==> src/rtl/seg7_pkg.sv <==
// Shared 7-segment definitions used by both the display encoder and the
// scan-capture observer, so both ends agree on glyphs by construction.
package seg7_pkg;

   localparam int SEG7_DIGITS = 8;

   // Segment bit positions within out7.
   localparam int SEG_A = 0;
   localparam int SEG_B = 1;
   localparam int SEG_C = 2;
   localparam int SEG_D = 3;
   localparam int SEG_E = 4;
   localparam int SEG_F = 5;
   localparam int SEG_G = 6;

   // Mask covering every segment line; used to flip polarity.
   localparam logic [6:0] SEG7_ALL = (7'b000_0001 << SEG_A) | (7'b000_0001 << SEG_B) |
                                     (7'b000_0001 << SEG_C) | (7'b000_0001 << SEG_D) |
                                     (7'b000_0001 << SEG_E) | (7'b000_0001 << SEG_F) |
                                     (7'b000_0001 << SEG_G);

   // Active-high glyphs for nibbles 0..F.
   localparam logic [6:0] SEG7_HEX [16] = '{
      7'h3F, 7'h06, 7'h5B, 7'h4F, 7'h66, 7'h6D, 7'h7D, 7'h07,
      7'h7F, 7'h6F, 7'h77, 7'h7C, 7'h39, 7'h5E, 7'h79, 7'h71
   };

   // Classification of the digit-enable word at a capture event.
   typedef enum logic [1:0] {
      SCAN_BLANK  = 2'd0,
      SCAN_SINGLE = 2'd1,
      SCAN_MULTI  = 2'd2
   } scan_kind_e;

   // Reverse lookup of an active-high glyph: returns {hit, nibble}.
   function automatic logic [4:0] seg7_decode(input logic [6:0] seg);
      logic [4:0] res;
      res = 5'b0_0000;
      for (int n = 0; n < 16; n++) begin
         res = (seg == SEG7_HEX[n]) ? {1'b1, 4'(n)} : res;
      end
      return res;
   endfunction

endpackage

==> src/rtl/seg7_scan_capture_if.sv <==
// Scanned display lines plus the reassembled-frame results of the observer.
interface seg7_scan_capture_if import seg7_pkg::*; #(
   parameter int DIGITS = SEG7_DIGITS
);
   logic [6:0]          out7;
   logic [DIGITS-1:0]   en_out;
   logic [4*DIGITS-1:0] value;
   logic                frame_valid;
   logic                value_valid;
   logic [DIGITS-1:0]   digit_seen;
   logic                pattern_err;
   logic                enable_err;
   logic [15:0]         frame_count;

   // Display side: drives the scan lines, observes the results.
   modport master (
      output out7, en_out,
      input  value, frame_valid, value_valid, digit_seen,
             pattern_err, enable_err, frame_count
   );

   // Capture side: samples the scan lines, produces the results.
   modport slave (
      input  out7, en_out,
      output value, frame_valid, value_valid, digit_seen,
             pattern_err, enable_err, frame_count
   );
endinterface

==> src/rtl/seg7_stable_det.sv <==
// Input register, polarity normalisation and stability counter. The capture
// strobe marks the single edge on which a dwell becomes SETTLE_CYCLES long.
module seg7_stable_det import seg7_pkg::*; #(
   parameter int DIGITS         = SEG7_DIGITS,
   parameter int SETTLE_CYCLES  = 2,
   parameter bit SEG_ACTIVE_LOW = 1'b1,
   parameter bit EN_ACTIVE_LOW  = 1'b1
) (
   input  logic              Clk,
   input  logic              Reset,
   input  logic [6:0]        out7,
   input  logic [DIGITS-1:0] en_out,
   output logic [6:0]        seg_h,
   output logic [DIGITS-1:0] en_h,
   output logic              capture
);

   localparam logic [3:0]        SETTLE   = 4'(SETTLE_CYCLES);
   localparam logic [6:0]        SEG_FLIP = SEG_ACTIVE_LOW ? SEG7_ALL : 7'h00;
   localparam logic [DIGITS-1:0] EN_FLIP  = EN_ACTIVE_LOW ? {DIGITS{1'b1}} : {DIGITS{1'b0}};

   logic [6:0]        seg_in_s;
   logic [DIGITS-1:0] en_in_s;
   logic              same_s;
   logic              capture_s;
   logic [3:0]        cnt_nx_s;
   logic [3:0]        cnt_r;
   logic [6:0]        seg_r;
   logic [DIGITS-1:0] en_r;

   // The incoming sample is compared with the one already held in the
   // register, so a pattern registered at edge k is captured at edge k+SETTLE.
   assign seg_in_s = out7 ^ SEG_FLIP;
   assign en_in_s  = en_out ^ EN_FLIP;
   assign same_s   = ({seg_in_s, en_in_s} == {seg_r, en_r});

   // Saturating dwell counter; strobe only on the S-1 -> S step.
   always_comb begin
      cnt_nx_s  = cnt_r;
      capture_s = 1'b0;
      if (!same_s) begin
         cnt_nx_s = 4'd0;
      end else if (cnt_r < SETTLE) begin
         cnt_nx_s  = cnt_r + 4'd1;
         capture_s = (cnt_r == (SETTLE - 4'd1));
      end else begin
         cnt_nx_s = cnt_r;
      end
   end

   // Sample register and dwell counter.
   always_ff @(posedge Clk) begin
      if (Reset) begin
         seg_r <= 7'h00;
         en_r  <= {DIGITS{1'b0}};
         cnt_r <= 4'd0;
      end else begin
         seg_r <= seg_in_s;
         en_r  <= en_in_s;
         cnt_r <= cnt_nx_s;
      end
   end

   assign seg_h   = seg_r;
   assign en_h    = en_r;
   assign capture = capture_s;

endmodule

==> src/rtl/seg7_scan_capture.sv <==
// Observer for a multiplexed 7-segment port: decodes each stable digit back
// to a nibble and publishes the reassembled value once every digit is seen.
module seg7_scan_capture import seg7_pkg::*; #(
   parameter int DIGITS         = SEG7_DIGITS,
   parameter int SETTLE_CYCLES  = 2,
   parameter bit SEG_ACTIVE_LOW = 1'b1,
   parameter bit EN_ACTIVE_LOW  = 1'b1
) (
   input  logic               Clk,
   input  logic               Reset,
   seg7_scan_capture_if.slave bus
);

   localparam int IW = (DIGITS > 1) ? $clog2(DIGITS) : 1;
   localparam int CW = $clog2(DIGITS + 1);

   logic [6:0]          seg_h_s;
   logic [DIGITS-1:0]   en_h_s;
   logic                capture_s;
   logic [CW-1:0]       en_cnt_s;
   logic [IW-1:0]       idx_s;
   scan_kind_e          kind_s;
   logic [4:0]          dec_s;

   logic [4*DIGITS-1:0] shadow_nx_s;
   logic [DIGITS-1:0]   seen_nx_s;
   logic [4*DIGITS-1:0] value_nx_s;
   logic                fv_nx_s;
   logic                vv_nx_s;
   logic                pe_nx_s;
   logic                ee_nx_s;
   logic [15:0]         fc_nx_s;

   logic [4*DIGITS-1:0] shadow_r;
   logic [DIGITS-1:0]   seen_r;
   logic [4*DIGITS-1:0] value_r;
   logic                fv_r;
   logic                vv_r;
   logic                pe_r;
   logic                ee_r;
   logic [15:0]         fc_r;

   seg7_stable_det #(
      .DIGITS         (DIGITS),
      .SETTLE_CYCLES  (SETTLE_CYCLES),
      .SEG_ACTIVE_LOW (SEG_ACTIVE_LOW),
      .EN_ACTIVE_LOW  (EN_ACTIVE_LOW)
   ) u_stable (
      .Clk     (Clk),
      .Reset   (Reset),
      .out7    (bus.out7),
      .en_out  (bus.en_out),
      .seg_h   (seg_h_s),
      .en_h    (en_h_s),
      .capture (capture_s)
   );

   assign dec_s = seg7_decode(seg_h_s);

   // Count enabled digits and remember the index of the (last) enabled one.
   always_comb begin
      en_cnt_s = {CW{1'b0}};
      idx_s    = {IW{1'b0}};
      for (int i = 0; i < DIGITS; i++) begin
         if (en_h_s[i]) begin
            en_cnt_s = en_cnt_s + CW'(1);
            idx_s    = IW'(i);
         end else begin
            en_cnt_s = en_cnt_s;
         end
      end
   end

   // Classify the enable word: blanking, one digit, or an illegal overlap.
   always_comb begin
      if (en_cnt_s == CW'(0)) begin
         kind_s = SCAN_BLANK;
      end else if (en_cnt_s == CW'(1)) begin
         kind_s = SCAN_SINGLE;
      end else begin
         kind_s = SCAN_MULTI;
      end
   end

   // Capture-event handling: shadow update, frame completion and error pulses.
   always_comb begin
      shadow_nx_s = shadow_r;
      seen_nx_s   = seen_r;
      value_nx_s  = value_r;
      vv_nx_s     = vv_r;
      fc_nx_s     = fc_r;
      fv_nx_s     = 1'b0;
      pe_nx_s     = 1'b0;
      ee_nx_s     = 1'b0;
      if (capture_s) begin
         case (kind_s)
            SCAN_MULTI: begin
               ee_nx_s = 1'b1;
            end
            SCAN_SINGLE: begin
               if (dec_s[4]) begin
                  shadow_nx_s[{idx_s, 2'b00} +: 4] = dec_s[3:0];
                  seen_nx_s[idx_s]                 = 1'b1;
                  if (&seen_nx_s) begin
                     value_nx_s = shadow_nx_s;
                     fv_nx_s    = 1'b1;
                     vv_nx_s    = 1'b1;
                     fc_nx_s    = fc_r + 16'd1;
                     seen_nx_s  = {DIGITS{1'b0}};
                  end else begin
                     fv_nx_s = 1'b0;
                  end
               end else begin
                  pe_nx_s = 1'b1;
               end
            end
            default: begin
               fv_nx_s = 1'b0;
            end
         endcase
      end else begin
         fv_nx_s = 1'b0;
      end
   end

   // Frame state and registered outputs.
   always_ff @(posedge Clk) begin
      if (Reset) begin
         shadow_r <= {(4*DIGITS){1'b0}};
         seen_r   <= {DIGITS{1'b0}};
         value_r  <= {(4*DIGITS){1'b0}};
         fv_r     <= 1'b0;
         vv_r     <= 1'b0;
         pe_r     <= 1'b0;
         ee_r     <= 1'b0;
         fc_r     <= 16'd0;
      end else begin
         shadow_r <= shadow_nx_s;
         seen_r   <= seen_nx_s;
         value_r  <= value_nx_s;
         fv_r     <= fv_nx_s;
         vv_r     <= vv_nx_s;
         pe_r     <= pe_nx_s;
         ee_r     <= ee_nx_s;
         fc_r     <= fc_nx_s;
      end
   end

   assign bus.value       = value_r;
   assign bus.frame_valid = fv_r;
   assign bus.value_valid = vv_r;
   assign bus.digit_seen  = seen_r;
   assign bus.pattern_err = pe_r;
   assign bus.enable_err  = ee_r;
   assign bus.frame_count = fc_r;

endmodule

==> src/flat_wrapper.sv <==
// flat-port wrapper written by rule: the top's interface ports become plain ports
module seg7_scan_capture_flat import seg7_pkg::*;
#(
   parameter int DIGITS         = SEG7_DIGITS,
   parameter int SETTLE_CYCLES  = 2,
   parameter bit SEG_ACTIVE_LOW = 1'b1,
   parameter bit EN_ACTIVE_LOW  = 1'b1
)
  (Clk, Reset, bus_out7, bus_en_out, bus_value, bus_frame_valid, bus_value_valid, bus_digit_seen, bus_pattern_err, bus_enable_err, bus_frame_count);
  seg7_scan_capture_if #(.DIGITS(DIGITS)) bus_i ();
  input  logic Clk;
  input  logic Reset;
  input wire logic [$bits(bus_i.out7)-1:0] bus_out7;
  input wire logic [$bits(bus_i.en_out)-1:0] bus_en_out;
  output wire logic [$bits(bus_i.value)-1:0] bus_value;
  output wire logic [$bits(bus_i.frame_valid)-1:0] bus_frame_valid;
  output wire logic [$bits(bus_i.value_valid)-1:0] bus_value_valid;
  output wire logic [$bits(bus_i.digit_seen)-1:0] bus_digit_seen;
  output wire logic [$bits(bus_i.pattern_err)-1:0] bus_pattern_err;
  output wire logic [$bits(bus_i.enable_err)-1:0] bus_enable_err;
  output wire logic [$bits(bus_i.frame_count)-1:0] bus_frame_count;
  assign bus_i.out7 = bus_out7;
  assign bus_i.en_out = bus_en_out;
  assign bus_value = bus_i.value;
  assign bus_frame_valid = bus_i.frame_valid;
  assign bus_value_valid = bus_i.value_valid;
  assign bus_digit_seen = bus_i.digit_seen;
  assign bus_pattern_err = bus_i.pattern_err;
  assign bus_enable_err = bus_i.enable_err;
  assign bus_frame_count = bus_i.frame_count;
  seg7_scan_capture #(.DIGITS(DIGITS), .SETTLE_CYCLES(SETTLE_CYCLES), .SEG_ACTIVE_LOW(SEG_ACTIVE_LOW), .EN_ACTIVE_LOW(EN_ACTIVE_LOW)) u_core (.Clk(Clk), .Reset(Reset), .bus(bus_i));
endmodule
==> config.mk <==
export PLATFORM = sky130hd
export DESIGN_NAME = seg7_scan_capture_flat
export DESIGN_NICKNAME = d
export VERILOG_FILES = /design/src/rtl/seg7_pkg.sv /design/src/rtl/seg7_scan_capture_if.sv /design/src/rtl/seg7_stable_det.sv /design/src/rtl/seg7_scan_capture.sv /design/src/flat_wrapper.sv
export SDC_FILE = /design/constraint.sdc
export NUM_CORES = 1
export LEC_CHECK = 0
export BUFFER_PORTS_ARGS = -buffer_cell sky130_fd_sc_hd__buf_2
export CAP_MARGIN = 20
export CORE_ASPECT_RATIO = 1.5
export CORE_MARGIN = 3
export CORE_UTILIZATION = 62
export DETAILED_ROUTE_END_ITERATION = 10
export PLACE_DENSITY = 0.85
export SYNTH_ARGS = -nofsm -noshare
export SYNTH_HDL_FRONTEND = slang
export SYNTH_SLANG_ARGS = --single-unit
==> constraint.sdc <==
create_clock -name Clk -period 11.8 [get_ports Clk]
set_clock_uncertainty 0.05 [all_clocks]
set_input_delay 0.59 -clock Clk [delete_from_list [all_inputs] [get_ports Clk]]
set_output_delay 0.59 -clock Clk [all_outputs]
set_load 0.02 [all_outputs]
==> out/qor.csv, run 1 <==
metric;value;unit
metal3 WL;482;µm
setup bufs post-CTS;0;
pwr/cell area;127.2;nW/µm²
CORE AREA;8934;µm²
max_slew headroom;0.2710;
Max Clock Freq;157.9;MHz
Net Sw Power;216.9;µW
total of max-cap violations;0;
Post-synth EDFFs;0;
Yosys reg bits;111;
pre-CTS WS;5.428;ns
Final Max Tran Viols;0;
critical setup path kind;reg -> reg;
Worst setup SP type;flop;
mean post-synth cell area;8.422;µm²
worst min path class;in -> reg;
post-route ant nets;0;
sequential share of power;0.471;
RePlAce Congestion;0.9180;
Metal-1 WL;5.564;mm
largest net degree at the start of global routing;98;
Most used DFF post-synth;dfxtp_1;
Die Y;123.8;µm
Pre-Repair DR Iteration Count;5;
Worst-path clk slew;0.07;ns
DIE AREA;10460;µm²
Combinational Power Share;0.128;
final period utilization;0.5366;
Final Hold Vio Count;0;
Chip Width;84.53;µm
initial antenna violation count;0;
static leakage;2.454;nW
H-tree levels;3;
dpl cells;821;
P_int;604.2;µW
minimum clock period;6.332;ns
setup TNS;0;ns
drt total wl;13.29;mm
CP Capture Type;flop;
Clock power frac;0.401;
total CTS buffers;9;
Resized cells post-CTS;0;
Final Non-Filler Cells;839;
vias per std cell;6.092;
number of port buffers;76;
P&R area growth vs syn;12.52;%
row cnt;42;
unrepaired setup endpoints after global routing;false;
Clock Latency Late Sink;0.34;ns
initial core utilization;0.6420;
layout cells sized above 1;0.1619;
deepest clock path buffer count;2;
IR drop worst, VDD;0.00008388;V
Post-Syn Instances;681;
CTS tree;done;
CP arrival;6.47;ns
Switching Fraction;0.2642;
Req. time, crit path;11.94;ns
DR DRC count;0;
via count;5111;
DP Wirelength;9.348;mm
Yosys warning count;0;
grt ovf;0;
Antenna diodes;0;
Post-synth ARST share;0;
Starting DRT DRC Count;371;
status;finished clean;
post-synthesis net count;710;
met2 routed WL;6.921;mm
GRT Overall Usage;0.2555;
vias in the first global route;4763;
Root Buffer;clkbuf_16;
Top Metal Used;met4;
Yosys cell types;64;
# clock sinks;111;
DR WL/cell;15.84;µm
IO Pins;77;
Final WS setup;5.468;ns
sequential cell area fraction in the yosys report;0.3874;
hold_buf cts;0;
global-route wire length before repair;21.96;mm
crit path max fanout;28;
fin nets;753;
count of final setup violators;0;
synthesized area;5736;µm²
Least-Margin Pin Slew;1.090;ns
-- placed cells by master (no fill, tap or decap), types with 3 or more instances in the layout --
| cell | count |
|---|---|
| xor2_1 | 18 |
| o21ai_0 | 14 |
| nand3_1 | 14 |
| o21ai_1 | 3 |
| a211oi_1 | 34 |
| ha_1 | 12 |
| inv_1 | 10 |
| xnor2_1 | 4 |
| nand2b_1 | 13 |
| and2_1 | 12 |
| xnor3_1 | 3 |
| nand4_1 | 5 |
| nor3b_1 | 3 |
| o31ai_1 | 4 |
| nor2_1 | 77 |
| or3_1 | 13 |
| or4_1 | 3 |
| mux2i_1 | 23 |
| a211o_1 | 3 |
| nor3_1 | 25 |
| a21oi_1 | 68 |
| nand2_1 | 68 |
| clkbuf_16 | 9 |
| nor2b_1 | 4 |
| buf_2 | 75 |
| and3_1 | 10 |
| o211ai_1 | 17 |
| a2111oi_4 | 4 |
| a2111oi_0 | 3 |
| nor4_1 | 4 |
| dfxtp_1 | 111 |
| a31oi_1 | 6 |
| buf_4 | 8 |
-- cells by family after synthesis --
group	count (synthesis)	share of synthesized area
AO/OA/AOI/OAI	179	0.2227
adder cells (fa/ha/maj)	12	0.02618
AND/OR/NAND/NOR	264	0.2221
multiplexers	23	0.04014
flip-flops	111	0.3874
buffers and inverters	64	0.04756
XOR/XNOR	28	0.05388
-- routing by layer --
| metal | GRT usage | vias to the layer above |
|---|---|---|
| met4 | 0.1069 | 0 |
| li1 | - | 2534 |
| met1 | 0.3035 | 2440 |
| met3 | 0.03508 | 24 |
| met2 | 0.4608 | 113 |
| met5 | 0 | - |
-- critical path, stage by stage, from the launching register on --
cell,delay [ns]
dfxtp_1,0.41
inv_1,0.07
ha_1,0.38
xor2_1,0.23
ha_1,0.26
nand2_1,0.10
nand2_1,0.06
ha_1,0.30
and2_1,0.18
a211o_1,0.27
ha_1,0.29
nand2b_1,0.17
o21a_1,0.14
ha_1,0.28
nand2_1,0.07
o221ai_1,0.15
ha_1,0.33
nand4b_1,0.21
nand2b_1,0.18
or3_1,0.59
a211oi_4,1.02
and2_1,0.33
a211oi_1,0.10
-- path summary, 6_finish.rpt --
kind         depth (start not counted)                  endpoint                     from  slack (ns)
max                                 22       u_core.shadow_r[16]  u_core.u_stable.en_h[1]        5.47
min                                  2  u_core.u_stable.seg_h[6]              bus_out7[6]        0.37
max reg2reg                         22       u_core.shadow_r[16]  u_core.u_stable.en_h[1]        5.47
min reg2reg                          2      u_core.bus.value[16]     u_core.bus.value[16]        0.40
-- metrics by stage --
step	cell area, µm²	hold WS, ns	total power, mW	utilization
2_1_floorplan	5736	0.3997	0.4776	-
3_3_place_gp	6086	0.3880	0.4948	0.6812
3_5_place_dp	6086	0.3927	0.4993	0.6812
4_1_cts	6419	0.3605	0.8251	0.7185
5_1_grt	6454	0.3652	0.8516	0.7224
6_report	6454	0.3676	0.8211	0.7224
-- registers in the layout (all words and copies together), names as in the netlist, 4 cells and up --
signal,cells
u_core.bus.value,32
u_core.shadow_r,32
u_core.u_stable.en_h,8
u_core.bus.digit_seen,8
u_core.u_stable.seg_h,7
u_core.u_stable.cnt_r,4
u_core.bus.frame_count,16
-- synth_stat cells, types with 3 or more instances --
master       n  area, µm²
dfxtp_1    111       2222
nor2_1      77      289.0
a21oi_1     68      340.3
nand2_1     68      255.2
a211oi_1    34      255.2
clkbuf_1    30      112.6
nor3_1      26      130.1
mux2i_1     23      230.2
xor2_1      18      157.7
o211ai_1    17      127.6
buf_2       14      70.07
nand3_1     14      70.07
o21ai_0     14      70.07
nand2b_1    13      81.33
or3_1       13      81.33
and2_1      12      75.07
ha_1        12      150.1
and3_1      10      62.56
inv_1       10      37.54
a31oi_1      6      37.54
nand4_1      5      31.28
a2111oi_4    4      110.1
buf_1        4      15.01
buf_4        4      30.03
nor2b_1      4      25.02
nor4_1       4      25.02
o31ai_1      4      30.03
xnor2_1      4      35.03
a2111oi_0    3      26.28
a211o_1      3      26.28
nor3b_1      3      22.52
o21ai_1      3      15.01
or4_1        3      22.52
xnor3_1      3      67.56
-- area by class of cell --
class,instances,area (µm²)
inverter,12,45.04
timing repair buffer,84,462.9
clock buffer,9,225.2
sequential,111,2222
fill,700,2480
clock inverter,7,107.6
tap,110,137.6
multi-input combinational,506,3253
-- power groups by stage --
stage / Clock (mW) / Sequential (mW) / Combinational (mW)
after global routing: 0.348 / 0.388 / 0.116
after global placement: 0 / 0.395 / 0.100
after detailed placement: 0 / 0.395 / 0.104
final: 0.329 / 0.387 / 0.105
after floorplan: 0 / 0.388 / 0.0899
after CTS: 0.334 / 0.386 / 0.104
No activity file was read; power rests on OpenSTA's default activity.
==> run 2, diff against run 1 <==
--- a/config.mk
+++ b/config.mk
@@ -9,9 +9,9 @@
 export CAP_MARGIN = 20
 export CORE_ASPECT_RATIO = 1.5
 export CORE_MARGIN = 3
-export CORE_UTILIZATION = 62
+export CORE_UTILIZATION = 58
 export DETAILED_ROUTE_END_ITERATION = 10
-export PLACE_DENSITY = 0.85
+export PLACE_DENSITY = 0.8
 export SYNTH_ARGS = -nofsm -noshare
 export SYNTH_HDL_FRONTEND = slang
 export SYNTH_SLANG_ARGS = --single-unit
==> constraint.sdc (replaced) <==
create_clock -name Clk -period 6.4 [get_ports Clk]
set_clock_uncertainty 0.05 [all_clocks]
set_input_delay 0.32 -clock Clk [delete_from_list [all_inputs] [get_ports Clk]]
set_output_delay 0.32 -clock Clk [all_outputs]
set_load 0.02 [all_outputs]
==> run 2 against run 1 <==
Effect of this change: first-iteration DRC count is 16% lower; combinational power is 88% higher; setup slack worse by 5.1 ns; non-clock buffer count is 1 higher; utilization is 4.2 points lower; sequential share of layout area is 0.060 points higher; register-to-register slack worse by 5.1 ns; maximum frequency is 5.3% higher; largest cell class unchanged.
==> out/qor.csv, run 2 (synthesis results as in run 1) <==
metric;value;unit;change
max_slew headroom;0.2713;;+0.0003150
hold_buf cts;0;;unchanged
commonest non-fill, non-tap cell in the layout;dfxtp_1;;
initial core utilization;0.6057;;-0.03631
Req. time, crit path;6.63;ns;-5.31 ns
Pre-Repair DR Iteration Count;5;;unchanged
grt ovf;0;;unchanged
Root Buffer;clkbuf_16;;
Final Hold Vio Count;0;;unchanged
most frequent cells in the layout;dfxtp_1 (111), nor2_1 (77), buf_2 (75);;
Worst Path Buf+Inv;1;;unchanged
CP arrival;6.24;ns;-0.23 ns
critical setup path kind;reg -> reg;;
minimum clock period;6.015;ns;-0.3175 ns
CTS tree;done;;
GRT Overall Usage;0.2475;;-0.007997
DIE AREA;11140;µm²;+6.5%
unrepaired setup endpoints after global routing;false;;
IO Pins;77;;unchanged
Least-Margin Pin Slew;1.093;ns;+0.003031 ns
H-tree levels;3;;unchanged
RePlAce Congestion;0.9055;;-1.4%
crit path max fanout;25;;-11%
Max Clock Freq;166.3;MHz;+5.3%
Die Y;127.8;µm;+3.2%
IR drop worst, VDD;0.0001629;V;+94%
Starting DRT DRC Count;311;;-16%
setup TNS;0;ns;unchanged
worst min path class;in -> reg;;
DR WL/cell;16.02;µm;+1.1%
initial antenna violation count;0;;unchanged
Worst path top cell family by delay;simple AND/OR/NAND/NOR gates;;
DP Wirelength;9.345;mm;about the same
CORE AREA;9469;µm²;+6.0%
number of port buffers;76;;unchanged
filler instances;794;;+13%
Largest stage delay, worst path;0.63;ns;-0.39 ns
Final Max Tran Viols;0;;unchanged
Clock Latency Late Sink;0.36;ns;+0.02 ns
count of final setup violators;0;;unchanged
Antenna diodes;0;;unchanged
post-route ant nets;0;;unchanged
DR DRC count;0;;unchanged
via count;5079;;-0.63%
static leakage;2.439;nW;-0.58%
# clock sinks;111;;unchanged
final period utilization;0.9398;;+0.4032
layout cells sized above 1;0.1669;;+0.005029
vias in the first global route;4814;;+1.1%
Worst setup SP type;flop;;
total CTS buffers;9;;unchanged
fin nets;755;;+0.27%
CP Capture Type;flop;;
total power;1.466;mW;+79%
cell mode on critical path;ha_1;;
Chip Width;87.20;µm;+3.2%
largest net degree at the start of global routing;110;;+12%
crit-path cells;inv_1 -> ha_1 -> xor2_1 -> ha_1 -> nand2_1 -> nand2_1 -> ha_1 -> and2_1 -> a211o_1 -> ha_1 -> nand2b_1 -> o21a_1 -> ha_1 -> nand2_1 -> o221ai_1 -> ha_1 -> nand4b_1 -> nand2b_1 -> or3_2 -> a211o_4 -> or4_1 -> a21oi_1;;
vias per std cell;6.025;;-1.1%
deepest clock path buffer count;2;;unchanged
total of max-cap violations;0;;unchanged
drt total wl;13.51;mm;+1.6%
pwr/cell area;227.5;nW/µm²;+79%
sequential cell area;2222;µm²;unchanged
row cnt;43;;+2.4%
area of the multi-input gates;3277;µm²;+0.73%
Worst-path clk slew;0.08;ns;about the same
pre-CTS WS;0.2679;ns;-5.160 ns
P&R area growth vs syn;12.33;%;
CP max-delay cell;or3_2;;
status;finished clean;;
Final WS setup;0.3852;ns;-5.082 ns
global-route wire length before repair;22.43;mm;+2.2%
run 2: what timing repair did:
action	in CTS	in global routing
endpoints found under the setup margin	0	72
resized for setup	0	4
setup buffers	0	1
run 2: path summary, 6_finish.rpt:
| path | slack, ns | cells after the start | start | endpoint |
|---|---|---|---|---|
| max | 0.39 | 22 | u_core.u_stable.en_h[1] | u_core.bus.frame_count[13] |
| min reg2reg | 0.40 | 2 | u_core.bus.value[11] | u_core.bus.value[11] |
| max reg2reg | 0.39 | 22 | u_core.u_stable.en_h[1] | u_core.bus.frame_count[13] |
| min | 0.09 | 2 | bus_out7[6] | u_core.u_stable.seg_h[6] |
run 2: power breakdown:
group          internal (mW)  leakage [nW]  switching (mW)
clock network          0.276         0.147           0.279
logic                 0.0697          1.39           0.127
registers              0.695         0.898          0.0183
run 2: final cells by class:
type                       instances  share of cell area
inverter                          12            0.006992
timing repair buffer              85             0.07186
tap                              112             0.02175
clock inverter                     7             0.01088
sequential                       111              0.3449
clock buffer                       9             0.03496
multi-input combinational        507              0.5086
run 2: per-layer routing:
metal | track usage | vias to the layer above | share of wire
li1 | - | 2533 | -
met1 | 0.3115 | 2399 | 0.43
met2 | 0.4246 | 126 | 0.51
met3 | 0.03794 | 21 | 0.039
met4 | 0.08853 | 0 | 0.023
met5 | 0 | - | 0
run 2: through the flow:
stage	util	instance area, µm²	instances	hold WS [ns]
global route	0.6804	6442	843	0.08983
floorplan	-	5736	681	0.3424
CTS	0.6771	6411	841	0.08256
global placement	0.6459	6116	825	0.3889
detailed placement	0.6459	6116	825	0.3928
finish	0.6804	6442	843	0.08901
